==> src/rtl/i2c_pkg.sv <==
// Shared I2C definitions: the command encoding the MCU uses, the engine state set,
// and the default quarter-period divider.
package i2c_pkg;

  localparam logic [1:0] CMD_START = 2'd0;
  localparam logic [1:0] CMD_STOP  = 2'd1;
  localparam logic [1:0] CMD_WRITE = 2'd2;
  localparam logic [1:0] CMD_READ  = 2'd3;

  localparam int CLK_DIV_DEFAULT = 30;

  typedef enum logic [2:0] {
    ST_IDLE,
    ST_START,
    ST_STOP,
    ST_BIT,
    ST_DONE
  } state_t;

endpackage

==> src/rtl/i2c_qtr_timer.sv <==
// SCL quarter-period timer: counts CLK_DIV cycles per quarter and steps the quarter index.
// With I2C_CLK_STRETCH_EN defined, a released-but-low SCL holds the count (clock stretching).
module i2c_qtr_timer
  import i2c_pkg::*;
#(
  parameter int CLK_DIV = CLK_DIV_DEFAULT
) (
  input  logic       clk,
  input  logic       nReset,
  input  logic       run,
  input  logic       scl_rel,
  input  logic       scl_in,
  output logic       tick,
  output logic [1:0] qidx
);

  logic [7:0] cnt;
  logic       hold;

`ifdef I2C_CLK_STRETCH_EN
  assign hold = scl_rel && !scl_in;
`else
  logic unused_stretch;
  assign unused_stretch = scl_rel ^ scl_in;
  assign hold = 1'b0;
`endif

  assign tick = run && !hold && (cnt == 8'(CLK_DIV - 1));

  always_ff @(posedge clk or negedge nReset) begin
    if (!nReset) begin
      cnt  <= '0;
      qidx <= '0;
    end else if (!run) begin
      cnt  <= '0;
      qidx <= '0;
    end else if (tick) begin
      cnt  <= '0;
      qidx <= qidx + 2'd1;
    end else if (!hold) begin
      cnt  <= cnt + 8'd1;
    end
  end

endmodule

==> src/rtl/i2c_byte_engine.sv <==
// I2C master byte engine: executes START, STOP, WRITE and READ commands from the MCU,
// driving open-drain SCL/SDA enables. Optional clock stretching via I2C_CLK_STRETCH_EN.
module i2c_byte_engine
  import i2c_pkg::*;
#(
  parameter int CLK_DIV = CLK_DIV_DEFAULT
) (
  input  logic       clk,
  input  logic       nReset,
  input  logic       cmd_valid,
  output logic       cmd_ready,
  input  logic [1:0] cmd,
  input  logic [7:0] wr_data,
  input  logic       rd_nack,
  output logic       rsp_valid,
  output logic [7:0] rd_data,
  output logic       ack_rcvd,
  output logic       cmd_err,
  output logic       bus_active,
  output logic       scl_oe,
  output logic       sda_oe,
  input  logic       scl_in,
  input  logic       sda_in
);

  state_t     state, state_nx;
  logic [1:0] cmd_q;
  logic [7:0] wr_q;
  logic       nack_q;
  logic [3:0] bitcnt;
  logic [7:0] rx_sh;
  logic       ack_s;
  logic       tick;
  logic [1:0] qidx;
  logic       run;
  logic       accept;
  logic       last_bit;
  logic       bit_sda;

  assign accept   = cmd_valid && cmd_ready;
  assign last_bit = (bitcnt == 4'd8);
  // An illegal byte command passes through BIT for one cycle without touching the bus.
  assign run      = (state == ST_START) || (state == ST_STOP) || ((state == ST_BIT) && bus_active);

  i2c_qtr_timer #(.CLK_DIV(CLK_DIV)) u_qtr (
    .clk    (clk),
    .nReset (nReset),
    .run    (run),
    .scl_rel(run && !scl_oe),
    .scl_in (scl_in),
    .tick   (tick),
    .qidx   (qidx)
  );

  always_ff @(posedge clk or negedge nReset) begin
    if (!nReset) state <= ST_IDLE;
    else         state <= state_nx;
  end

  always_comb begin
    state_nx  = state;
    cmd_ready = 1'b0;
    rsp_valid = 1'b0;
    scl_oe    = bus_active;
    sda_oe    = 1'b0;
    if (cmd_q == CMD_WRITE) bit_sda = last_bit ? 1'b0 : ~wr_q[~bitcnt[2:0]];
    else                    bit_sda = last_bit ? ~nack_q : 1'b0;
    case (state)
      ST_IDLE: begin
        cmd_ready = 1'b1;
        if (accept) begin
          case (cmd)
            CMD_START: state_nx = ST_START;
            CMD_STOP:  state_nx = ST_STOP;
            default:   state_nx = ST_BIT;
          endcase
        end
      end
      ST_START: begin
        scl_oe = (qidx == 2'd0) || (qidx == 2'd3);
        sda_oe = qidx[1];
        if (tick && qidx == 2'd3) state_nx = ST_DONE;
      end
      ST_STOP: begin
        scl_oe = (qidx == 2'd0);
        sda_oe = (qidx != 2'd3);
        if (tick && qidx == 2'd3) state_nx = ST_DONE;
      end
      ST_BIT: begin
        if (!bus_active) begin
          scl_oe   = 1'b0;
          state_nx = ST_DONE;
        end else begin
          scl_oe = (qidx == 2'd0) || (qidx == 2'd3);
          sda_oe = bit_sda;
          if (tick && qidx == 2'd3 && last_bit) state_nx = ST_DONE;
        end
      end
      ST_DONE: begin
        rsp_valid = 1'b1;
        state_nx  = ST_IDLE;
      end
      default: state_nx = ST_IDLE;
    endcase
  end

  always_ff @(posedge clk or negedge nReset) begin
    if (!nReset) begin
      cmd_q      <= CMD_START;
      wr_q       <= '0;
      nack_q     <= 1'b0;
      bitcnt     <= '0;
      rx_sh      <= '0;
      ack_s      <= 1'b0;
      rd_data    <= '0;
      ack_rcvd   <= 1'b0;
      cmd_err    <= 1'b0;
      bus_active <= 1'b0;
    end else begin
      if (accept) begin
        cmd_q  <= cmd;
        wr_q   <= wr_data;
        nack_q <= rd_nack;
      end
      if (run && state == ST_BIT) begin
        if (tick && qidx == 2'd3) bitcnt <= bitcnt + 4'd1;
        // SDA is sampled on the last cycle of the SCL-high quarter.
        if (tick && qidx == 2'd2) begin
          if (last_bit) ack_s <= ~sda_in;
          else          rx_sh <= {rx_sh[6:0], sda_in};
        end
      end else begin
        bitcnt <= '0;
      end
      if (state_nx == ST_DONE && state != ST_DONE) begin
        cmd_err <= (state == ST_BIT) && !bus_active;
        if (state == ST_START) bus_active <= 1'b1;
        if (state == ST_STOP)  bus_active <= 1'b0;
        if (state == ST_BIT && bus_active) begin
          if (cmd_q == CMD_READ) rd_data  <= rx_sh;
          else                   ack_rcvd <= ack_s;
        end
      end
    end
  end

endmodule

==> config.mk <==
export PLATFORM = sky130hd
export DESIGN_NAME = i2c_byte_engine
export DESIGN_NICKNAME = d
export VERILOG_FILES = /design/src/rtl/i2c_pkg.sv /design/src/rtl/i2c_qtr_timer.sv /design/src/rtl/i2c_byte_engine.sv
export SDC_FILE = /design/constraint.sdc
export NUM_CORES = 1
export LEC_CHECK = 0
export ABC_AREA = 0
export CELL_PAD_IN_SITES_DETAIL_PLACEMENT = 0
export CELL_PAD_IN_SITES_GLOBAL_PLACEMENT = 1
export CORE_MARGIN = 5
export CORE_UTILIZATION = 33
export DETAILED_ROUTE_END_ITERATION = 6
export GPL_TIMING_DRIVEN = 0
export PLACE_DENSITY = 0.7
export SETUP_SLACK_MARGIN = 0.15
export SLEW_MARGIN = 20
export SYNTH_ARGS = -nofsm -noshare
export SYNTH_HDL_FRONTEND = slang
export SYNTH_SLANG_ARGS = --single-unit
==> constraint.sdc <==
create_clock -name clk -period 5.8 [get_ports clk]
set_clock_uncertainty 0.15 [all_clocks]
set_input_delay 1.45 -clock clk [delete_from_list [all_inputs] [get_ports clk]]
set_output_delay 1.45 -clock clk [all_outputs]
set_load 0.01 [all_outputs]
==> key figures, run 1 <==
Run
  – Number of max-cap violations: 0

STA
  – Transition time of the tightest slew-check pin: 0.4421 ns
  – Final hold vios: 0
  – Worst-case headroom to the max-slew limit: 0.7053
  – Minimum period implied by the final worst setup slack: 4.060 ns
  – Period utilization: 0.7000
  – Maximum frequency from static timing analysis: 0.2463 GHz
  – Final setup TNS: 0 ns
  – Endpoints failing setup: 0
  – Number of pins with negative max-slew slack in the final report: 0
  – Setup repair after global routing missed its margin: false

Routing
  – Residual antenna-violating net count after detailed routing: 0
  – Average wire per cell in the routed design: 14.10 um
  – Starting DRC count in detailed routing: 65
  – Via Count: 1,618
  – First-pass iteration count of the detailed router: 4
  – DRC Markers: 0
  – Vias per cell: 4.859
  – Post-detailed-routing wire length: 4695 um

GRT
  – GRT overflow: 0
  – Wire length of the first global-routing pass: 8045 um
  – Via count of the first global-routing pass: 1,625
  – Gr usage total: 0.1145
  – Pin count of the biggest net entering global routing: 32
  – Initial antenna violation count: 0

Yosys
  – Count of cell types in the netlist: 48
  – Proportion of register bits with asynchronous set or reset after synthesis: 1.000
  – Gate count of the mapped netlist: 196
  – Primary FF master, synth: sky130_fd_sc_hd__dfrtp_1
  – #FFs+latches synth: 48
  – Average size of a mapped cell: 12.19 sq um
  – Part of the Yosys area used for sequential elements: 0.5029
  – Number of nets in the synthesized netlist: 219
  – Netlist area before placement: 2389 sq um
  – Count of synthesis-stage warnings from yosys: 0
  – Number of flops mapped to enable cells by yosys: 0

Setup path
  – Slowest cell on the critical path: sky130_fd_sc_hd__or4_1
  – Critical path class: reg2out
  – Cells on worst reg2reg path: 8
  – Total buffers and inverters traversed by the critical path: 2
  – CP max stage delay: 0.53 ns
  – Crit path arrival time: 2.46 ns
  – Largest driver fanout on the critical path: 6
  – Largest delay share family, worst path: simple AND/OR/NAND/NOR gates
  – Type of destination of the critical path: output pin
  – Kind of start point of the critical path: flip-flop
  – Crit path cell chain: inv_1, ha_1, nand3b_1, nor4_1, or4_1, clkdlybuf4s50_1
  – Worst endpoint required time: 4.20 ns
  – Number of cells on the critical path: 6

Place
  – HPWL after detailed placement: 3549 um
  – Instance count after placement with tap cells included: 325
  – Post-Place Cell Area: 2818 sq um
  – RD Place Congestion: 0.7541
  – Number of port buffers: 29

Final layout
  – Number of antenna cells inserted: 0
  – Count of non-filler cells in the finished layout: 333
  – Final-stage net count: 256
  – Cell area after layout: 2908 sq um
  – Number of inserted filler cells in the final layout: 721
  – Area overhead of the layout relative to synthesis: 21.74%
  – Share of post-route cells with drive strength above 1: 0.2051

Clock network
  – TritonCTS Buffers: 5
  – # Post-CTS Setup Buffers: 0
  – TritonCTS clock tree: done
  – Maximum clock insertion buffer count: 2
  – Clock transition at the registers of the reported paths: 0.10 ns
  – Post-CTS Hold Buffers: 0
  – Count of clock tree sinks: 48
  – Clock Latency Late Sink: 0.30 ns
  – Root Driver: sky130_fd_sc_hd__clkbuf_8
  – Number of instances resized during post-cts repair: 0
  – Clock H-tree levels: 2

Floorplan
  – Core area: 7137 sq um
  – Total die area: 9039 sq um
  – I/O pin count: 31
  – Die outline width: 95.08 um
  – Placement row count: 31
  – Vertical die dimension: 95.08 um
  – Initial core utilization: 0.3347

Pwr
  – Worst IR drop on VDD: 134.2 uV
  – Post-layout power: 0.0009533 W
  – Leakage power summed over all cells: 1.249 nW
  – Pwr Density: 327.8 nW/um^2

Outcome
  – Outcome: finished, final reports clean

Worst hold path
  – WHS Path Cells: 1
  – Class of the worst hold path: reg2reg
==> metrics by stage <==
step	util	hold WS, ns	setup slack, ns
detailed placement	0.3948	0.3294	2.040
finish	0.4074	0.3475	1.740
global route	0.4074	0.3805	1.601
floorplan	-	0.3024	2.694
CTS	0.4074	0.3521	1.712
global placement	0.3927	0.3210	1.680
==> synth_stat cells, types with 3 or more instances <==
cell type                   n  area share
sky130_fd_sc_hd__a31oi_1    3      0.0079
sky130_fd_sc_hd__mux2_4     8       0.050
sky130_fd_sc_hd__dfrtp_1   48        0.50
sky130_fd_sc_hd__a21oi_1    7       0.015
sky130_fd_sc_hd__nand2_1    5      0.0079
sky130_fd_sc_hd__o21ai_0    4      0.0084
sky130_fd_sc_hd__nor2_1    15       0.024
sky130_fd_sc_hd__xor2_1     5       0.018
sky130_fd_sc_hd__ha_1       7       0.037
sky130_fd_sc_hd__nand3_1   11       0.023
sky130_fd_sc_hd__nand3b_1   3      0.0094
sky130_fd_sc_hd__mux2_2    12       0.057
sky130_fd_sc_hd__buf_4      3      0.0094
sky130_fd_sc_hd__and3_1     3      0.0079
sky130_fd_sc_hd__nor2b_1    3      0.0079
sky130_fd_sc_hd__mux2_1     8       0.038
sky130_fd_sc_hd__buf_2      3      0.0063
sky130_fd_sc_hd__inv_1      9       0.014
==> cell type report <==
cell class / count / area [sq um] / share of cell area
inverters: 9 / 33.78 / 0.01162
clock inverters: 3 / 21.27 / 0.007315
flip-flops and latches: 48 / 1201 / 0.4131
repair buffers: 30 / 305.3 / 0.1050
well taps: 99 / 123.9 / 0.04260
multi-input cells: 131 / 1092 / 0.3756
plain buffers: 8 / 61.31 / 0.02108
clock buffers: 5 / 68.82 / 0.02367
==> layer usage <==
layer,GRT usage,vias up,part of all wire
met2,0.1761,29,0.47
met5,0,-,0
met3,0.02841,4,0.040
met1,0.1586,803,0.48
met4,0.03606,0,0.010
li1,-,782,-
==> cells in the final DEF, fill, tap and decap left out, types with 4 or more instances in the layout <==
cell type	Yosys	final
sky130_fd_sc_hd__clkdlybuf4s50_1	0	28
sky130_fd_sc_hd__dfrtp_1	48	48
sky130_fd_sc_hd__o21ai_0	4	4
sky130_fd_sc_hd__mux2_1	8	8
sky130_fd_sc_hd__a21oi_1	7	7
sky130_fd_sc_hd__clkbuf_8	0	5
sky130_fd_sc_hd__mux2_2	12	12
sky130_fd_sc_hd__inv_1	9	9
sky130_fd_sc_hd__nor2_1	15	15
sky130_fd_sc_hd__xor2_1	5	5
sky130_fd_sc_hd__ha_1	7	7
sky130_fd_sc_hd__mux2_4	8	8
sky130_fd_sc_hd__buf_2	3	4
sky130_fd_sc_hd__nand3_1	11	11
sky130_fd_sc_hd__nand2_1	5	5
==> path summary, 6_finish.rpt <==
| check | start | end | slack, ns |
|---|---|---|---|
| max | bitcnt[0] | sda_oe | 1.74 |
| min | rd_data[7] | rd_data[7] | 0.35 |
| max reg2reg | u_qtr.cnt[1] | rx_sh[2] | 3.66 |
| min reg2reg | rd_data[7] | rd_data[7] | 0.35 |
| max in group asynchronous | nReset | u_qtr.qidx[1] | 4.06 |
| min in group asynchronous | nReset | rd_data[4] | 0.92 |
==> cells by family after synthesis <==
family,Yosys count,share of synthesized area
and+or+nand+nor,59,0.1472
DFF,48,0.5029
muxes,31,0.1676
AOI/OAI and AO/OA,27,0.08015
buffers and inverters,17,0.03981
xor gates and xnor gates,7,0.02567
adders and majority gates,7,0.03667
==> sequential cells by signal, summed over array words and instances, names as in the netlist, 2 cells and up <==
register / cells
state: 3
bitcnt: 4
rd_data: 8
cmd_q: 2
u_qtr.qidx: 2
u_qtr.cnt: 8
rx_sh: 8
wr_q: 8
==> power by group <==
| group | internal [W] | switching [W] | total, W |
|---|---|---|---|
| clock | 0.0000858 | 0.000119 | 0.000204 |
| combinational | 0.000152 | 0.000162 | 0.000314 |
| sequential | 0.000390 | 0.0000447 | 0.000435 |
Power figures use the tool's default switching activity.
==> run 2, diff against run 1 <==
Settings changed: PLACE_DENSITY 0.7 to 0.72.
Clock period 5.8 ns to 3.4 ns, I/O delays scaled along.
==> run 2 against run 1 <==
  * Sequential share of layout area shrank 0.95 points
  * Via count grew 1.5%
  * Critical path depth shrank 2
  * Die area is the same
  * First-iteration DRC count grew 35%
  * Core utilization grew 1.0 points
  * Highest routed layer unchanged
==> key figures, run 2 (synthesized netlist as in run 1, its figures left out) <==
Clock network
  – TritonCTS clock tree: done
  – Clock H-tree levels: 2
  – Clock transition at the registers of the reported paths: 0.09 ns
  – Count of clock tree sinks: 48
  – Maximum clock insertion buffer count: 2
  – Clock Latency Late Sink: 0.30 ns
  – TritonCTS Buffers: 5
  – Root Driver: sky130_fd_sc_hd__clkbuf_8

Place
  – RD Place Congestion: 0.7599
  – HPWL after detailed placement: 3639 um
  – Number of port buffers: 29

Floorplan
  – I/O pin count: 31
  – Core area: 7137 sq um
  – Initial core utilization: 0.3347
  – Total die area: 9039 sq um
  – Placement row count: 31
  – Vertical die dimension: 95.08 um
  – Die outline width: 95.08 um

STA
  – Setup repair after global routing missed its margin: false
  – Maximum frequency from static timing analysis: 0.3249 GHz
  – Final hold vios: 0
  – Worst-case headroom to the max-slew limit: 0.7109
  – Post-Route Hold Slack: 0.3226 ns
  – Endpoints failing setup: 0
  – Period utilization: 0.9051
  – Minimum period implied by the final worst setup slack: 3.077 ns
  – Final setup TNS: 0 ns
  – Number of pins with negative max-slew slack in the final report: 0
  – Transition time of the tightest slew-check pin: 0.4336 ns

Setup path
  – Largest driver fanout on the critical path: 3
  – Crit path arrival time: 2.08 ns
  – Kind of start point of the critical path: flip-flop
  – Worst endpoint required time: 2.40 ns
  – Critical path class: reg2out
  – Type of destination of the critical path: output pin

Final layout
  – Area overhead of the layout relative to synthesis: 24.73%
  – Storage element area: 1202 sq um
  – Number of inserted filler cells in the final layout: 711
  – Share of post-route cells with drive strength above 1: 0.2331
  – Number of antenna cells inserted: 0
  – Most common cell after layout, fill and taps aside: sky130_fd_sc_hd__dfrtp_1
  – Total area of multi-input combinational cells: 1115 sq um
  – Final core area utilization: 0.4174
  – Highest-count cells in the layout ignoring fill and taps: sky130_fd_sc_hd__dfrtp_1, sky130_fd_sc_hd__clkdlybuf4s50_1, sky130_fd_sc_hd__nor2_1
  – Final-stage net count: 258

GRT
  – Gr usage total: 0.1159
  – Pin count of the biggest net entering global routing: 32
  – Initial antenna violation count: 0
  – GRT overflow: 0
  – Wire length of the first global-routing pass: 8155 um
  – Via count of the first global-routing pass: 1,596

Routing
  – Starting DRC count in detailed routing: 88
  – Via Count: 1,642
  – Residual antenna-violating net count after detailed routing: 0
  – Post-detailed-routing wire length: 4832 um
  – DRC Markers: 0
  – Vias per cell: 4.901
  – Average wire per cell in the routed design: 14.42 um
  – First-pass iteration count of the detailed router: 6

Pwr
  – Worst IR drop on VDD: 194.2 uV
  – Post-layout power: 0.001717 W
  – Pwr Density: 576.2 nW/um^2
  – Leakage power summed over all cells: 1.277 nW

Outcome
  – Outcome: finished, final reports clean

Run
  – Number of max-cap violations: 0

Worst hold path
  – Class of the worst hold path: in2async
-- run 2: path summary, 6_finish.rpt --
kind	start	end	slack (ns)	cells after the start
hold reg to reg	wr_q[6]	wr_q[6]	0.35	1
max in group asynchronous	nReset	u_qtr.qidx[1]	2.26	2
min in group clk	wr_q[6]	wr_q[6]	0.35	1
setup / recovery	u_qtr.qidx[0]	scl_oe	0.32	4
hold / removal	nReset	rd_data[5]	0.32	1
setup reg to reg	u_qtr.cnt[1]	rx_sh[1]	1.26	8
-- run 2: worst max-delay path, cell delays in order (launching register included) --
cell	delay, ns
sky130_fd_sc_hd__dfrtp_1	0.41
sky130_fd_sc_hd__inv_1	0.08
sky130_fd_sc_hd__ha_1	0.32
sky130_fd_sc_hd__a222oi_1	0.37
sky130_fd_sc_hd__clkdlybuf4s50_1	0.61
-- run 2: repair_timing --
item / CTS / global route
setup endpoints to repair: 1 / 0
setup buffers: 2 / 0
hold buffers: 0 / 0
gates resized for setup: 8 / 0
-- run 2: final cells by class --
class	count	area share
Tap cell	99	0.04158
Timing Repair Buffer	32	0.1071
Multi-Input combinational cell	131	0.3742
Clock buffer	6	0.02772
Clock inverter	2	0.01302
Inverter	9	0.01134
Buffer	8	0.02142
Sequential cell	48	0.4036
-- run 2: where the power goes --
group          total [W]  switching, W  internal (W)
clock           0.000435      0.000194      0.000241
sequential      0.000743     0.0000773      0.000666
combinational   0.000539      0.000279      0.000259
-- run 2: routing by layer --
metal | up-vias | share of wire | track usage
met5 | - | 0 | 0
met4 | 0 | 0.016 | 0.03606
met3 | 8 | 0.031 | 0.02131
met2 | 29 | 0.46 | 0.1784
met1 | 815 | 0.49 | 0.1650
li1 | 790 | - | -
-- run 2: metrics by stage --
stage	instance area [sq um]	worst slack (ns)	std cells
final	2979	0.3225	335
after global placement	2803	-0.1251	324
after floorplan	2389	0.8939	196
after detailed placement	2818	0.2268	325
after global routing	2979	0.1608	335
after CTS	2979	0.3022	335
==> run 3, diff against run 2 <==
Settings changed: CORE_MARGIN 5 to 2.
==> run 3 against run 2 <==
  * Sequential power hardly changed
  * Count of clock-buffer cells in the layout did not move
  * Largest cell class unchanged
  * Core utilization rose by 0.40 points
  * Critical endpoint unchanged
  * Via count down 0.49%
==> key figures, run 3 (synthesized netlist as in run 1, its figures left out) <==
Setup path
  – Critical path class: reg2out
  – Startpoint of the worst register-to-register path: u_qtr.cnt[1]
  – Kind of start point of the critical path: flip-flop
  – Largest driver fanout on the critical path: 3
  – Crit path arrival time: 2.05 ns
  – Worst endpoint required time: 2.40 ns
  – Cells on worst reg2reg path: 8
  – Crit. Startpoint: u_qtr.qidx[0]
  – Type of destination of the critical path: output pin

Pwr
  – Leakage power summed over all cells: 1.301 nW
  – Pwr Density: 572.7 nW/um^2
  – Worst IR drop on VDD: 210.1 uV
  – Post-layout power: 0.001723 W

STA
  – Maximum frequency from static timing analysis: 0.3278 GHz
  – Number of pins with negative max-slew slack in the final report: 0
  – Final hold vios: 0
  – Setup repair after global routing missed its margin: false
  – Endpoints failing setup: 0
  – Minimum period implied by the final worst setup slack: 3.051 ns
  – Worst-case headroom to the max-slew limit: 0.6147
  – Transition time of the tightest slew-check pin: 0.5779 ns
  – Period utilization: 0.8973
  – Least setup slack across all paths after layout: 0.3491 ns

Final layout
  – Final-stage net count: 260
  – Count of non-filler cells in the finished layout: 337
  – Highest-count cells in the layout ignoring fill and taps: sky130_fd_sc_hd__dfrtp_1, sky130_fd_sc_hd__clkdlybuf4s50_1, sky130_fd_sc_hd__nor2_1
  – Area overhead of the layout relative to synthesis: 25.93%
  – Most common cell after layout, fill and taps aside: sky130_fd_sc_hd__dfrtp_1
  – Share of post-route cells with drive strength above 1: 0.2437
  – Number of antenna cells inserted: 0
  – Cell area after layout: 3008 sq um

Floorplan
  – Initial core utilization: 0.3347
  – I/O pin count: 31
  – Core area: 7137 sq um
  – Vertical die dimension: 89.08 um
  – Total die area: 7934 sq um
  – Placement row count: 31
  – Die outline width: 89.08 um

Worst hold path
  – Launch instance of the worst min-delay path: wr_q[5]
  – WHS Path Cells: 1
  – Class of the worst hold path: reg2reg

GRT
  – Gr usage total: 0.1304
  – Wire length of the first global-routing pass: 7941 um
  – Pin count of the biggest net entering global routing: 26
  – Initial antenna violation count: 0
  – Via count of the first global-routing pass: 1,586
  – GRT overflow: 0

Place
  – Pre-CTS setup slack: 0.2328 ns
  – RD Place Congestion: 0.7612
  – Instance count after placement with tap cells included: 325
  – Number of port buffers: 29
  – HPWL after detailed placement: 3454 um
  – Post-Place Cell Area: 2818 sq um

Clock network
  – Root Driver: sky130_fd_sc_hd__clkbuf_8
  – TritonCTS clock tree: done
  – Maximum clock insertion buffer count: 2
  – Clock H-tree levels: 2
  – Clock Latency Late Sink: 0.30 ns
  – TritonCTS Buffers: 5
  – Clock transition at the registers of the reported paths: 0.09 ns
  – Post-CTS Hold Buffers: 0
  – Count of clock tree sinks: 48

Outcome
  – Outcome: finished, final reports clean

Routing
  – DRC Markers: 0
  – Vias per cell: 4.849
  – Residual antenna-violating net count after detailed routing: 0
  – First-pass iteration count of the detailed router: 4
  – Starting DRC count in detailed routing: 68
  – Via Count: 1,634
  – Post-detailed-routing wire length: 4708 um
  – Average wire per cell in the routed design: 13.97 um

Run
  – Number of max-cap violations: 0
-- run 3: power by group --
group / switching, W / internal (W) / leakage [nW] / total, W
Combinational: 0.000278 / 0.000269 / 0.609 / 0.000547
Sequential: 0.0000742 / 0.000666 / 0.630 / 0.000740
Clock: 0.000195 / 0.000241 / 0.0614 / 0.000436
-- run 3: layout make-up --
cell class,count,area (sq um)
Buffer,8,66.31
Inverter,9,33.78
Clock buffer,6,82.58
Multi-Input combinational cell,131,1109
Clock inverter,2,38.79
Timing Repair Buffer,34,350.3
Fill cell,716,4129
Sequential cell,48,1204
Tap cell,99,123.9
-- run 3: final timing paths --
check / endpoint / slack, ns
hold / removal: wr_q[5] / 0.34
min in group asynchronous: rx_sh[3] / 0.38
setup reg to reg: rx_sh[1] / 1.26
max in group asynchronous: rd_data[2] / 2.18
setup / recovery: scl_oe / 0.35
hold reg to reg: wr_q[5] / 0.34
-- run 3: repair_timing --
item,CTS,global route
resized for setup,6,4
cloned,0,0
endpoints found under the setup margin,1,1
buffers inserted,3,1
-- run 3: metal layers --
metal  share of wire  GRT usage
met4           0.015    0.04071
met2            0.44     0.1967
met1            0.52     0.1919
met5               0          0
met3           0.026    0.02216
-- run 3: critical path, cell delays in order (launching register included) --
cell and delay [ns]:
sky130_fd_sc_hd__dfrtp_1 0.40, sky130_fd_sc_hd__inv_1 0.08, sky130_fd_sc_hd__ha_1 0.33, sky130_fd_sc_hd__a222oi_1 0.34, sky130_fd_sc_hd__clkdlybuf4s50_1 0.61
-- run 3: metrics by stage --
stage                     hold WS [ns]    util  setup TNS [ns]
after global routing            0.3565  0.4215               0
after floorplan                 0.3024       -               0
after CTS                       0.3448  0.4171               0
final                           0.3397  0.4215               0
after detailed placement        0.3222  0.3948               0
after global placement          0.3166  0.3927          -5.591
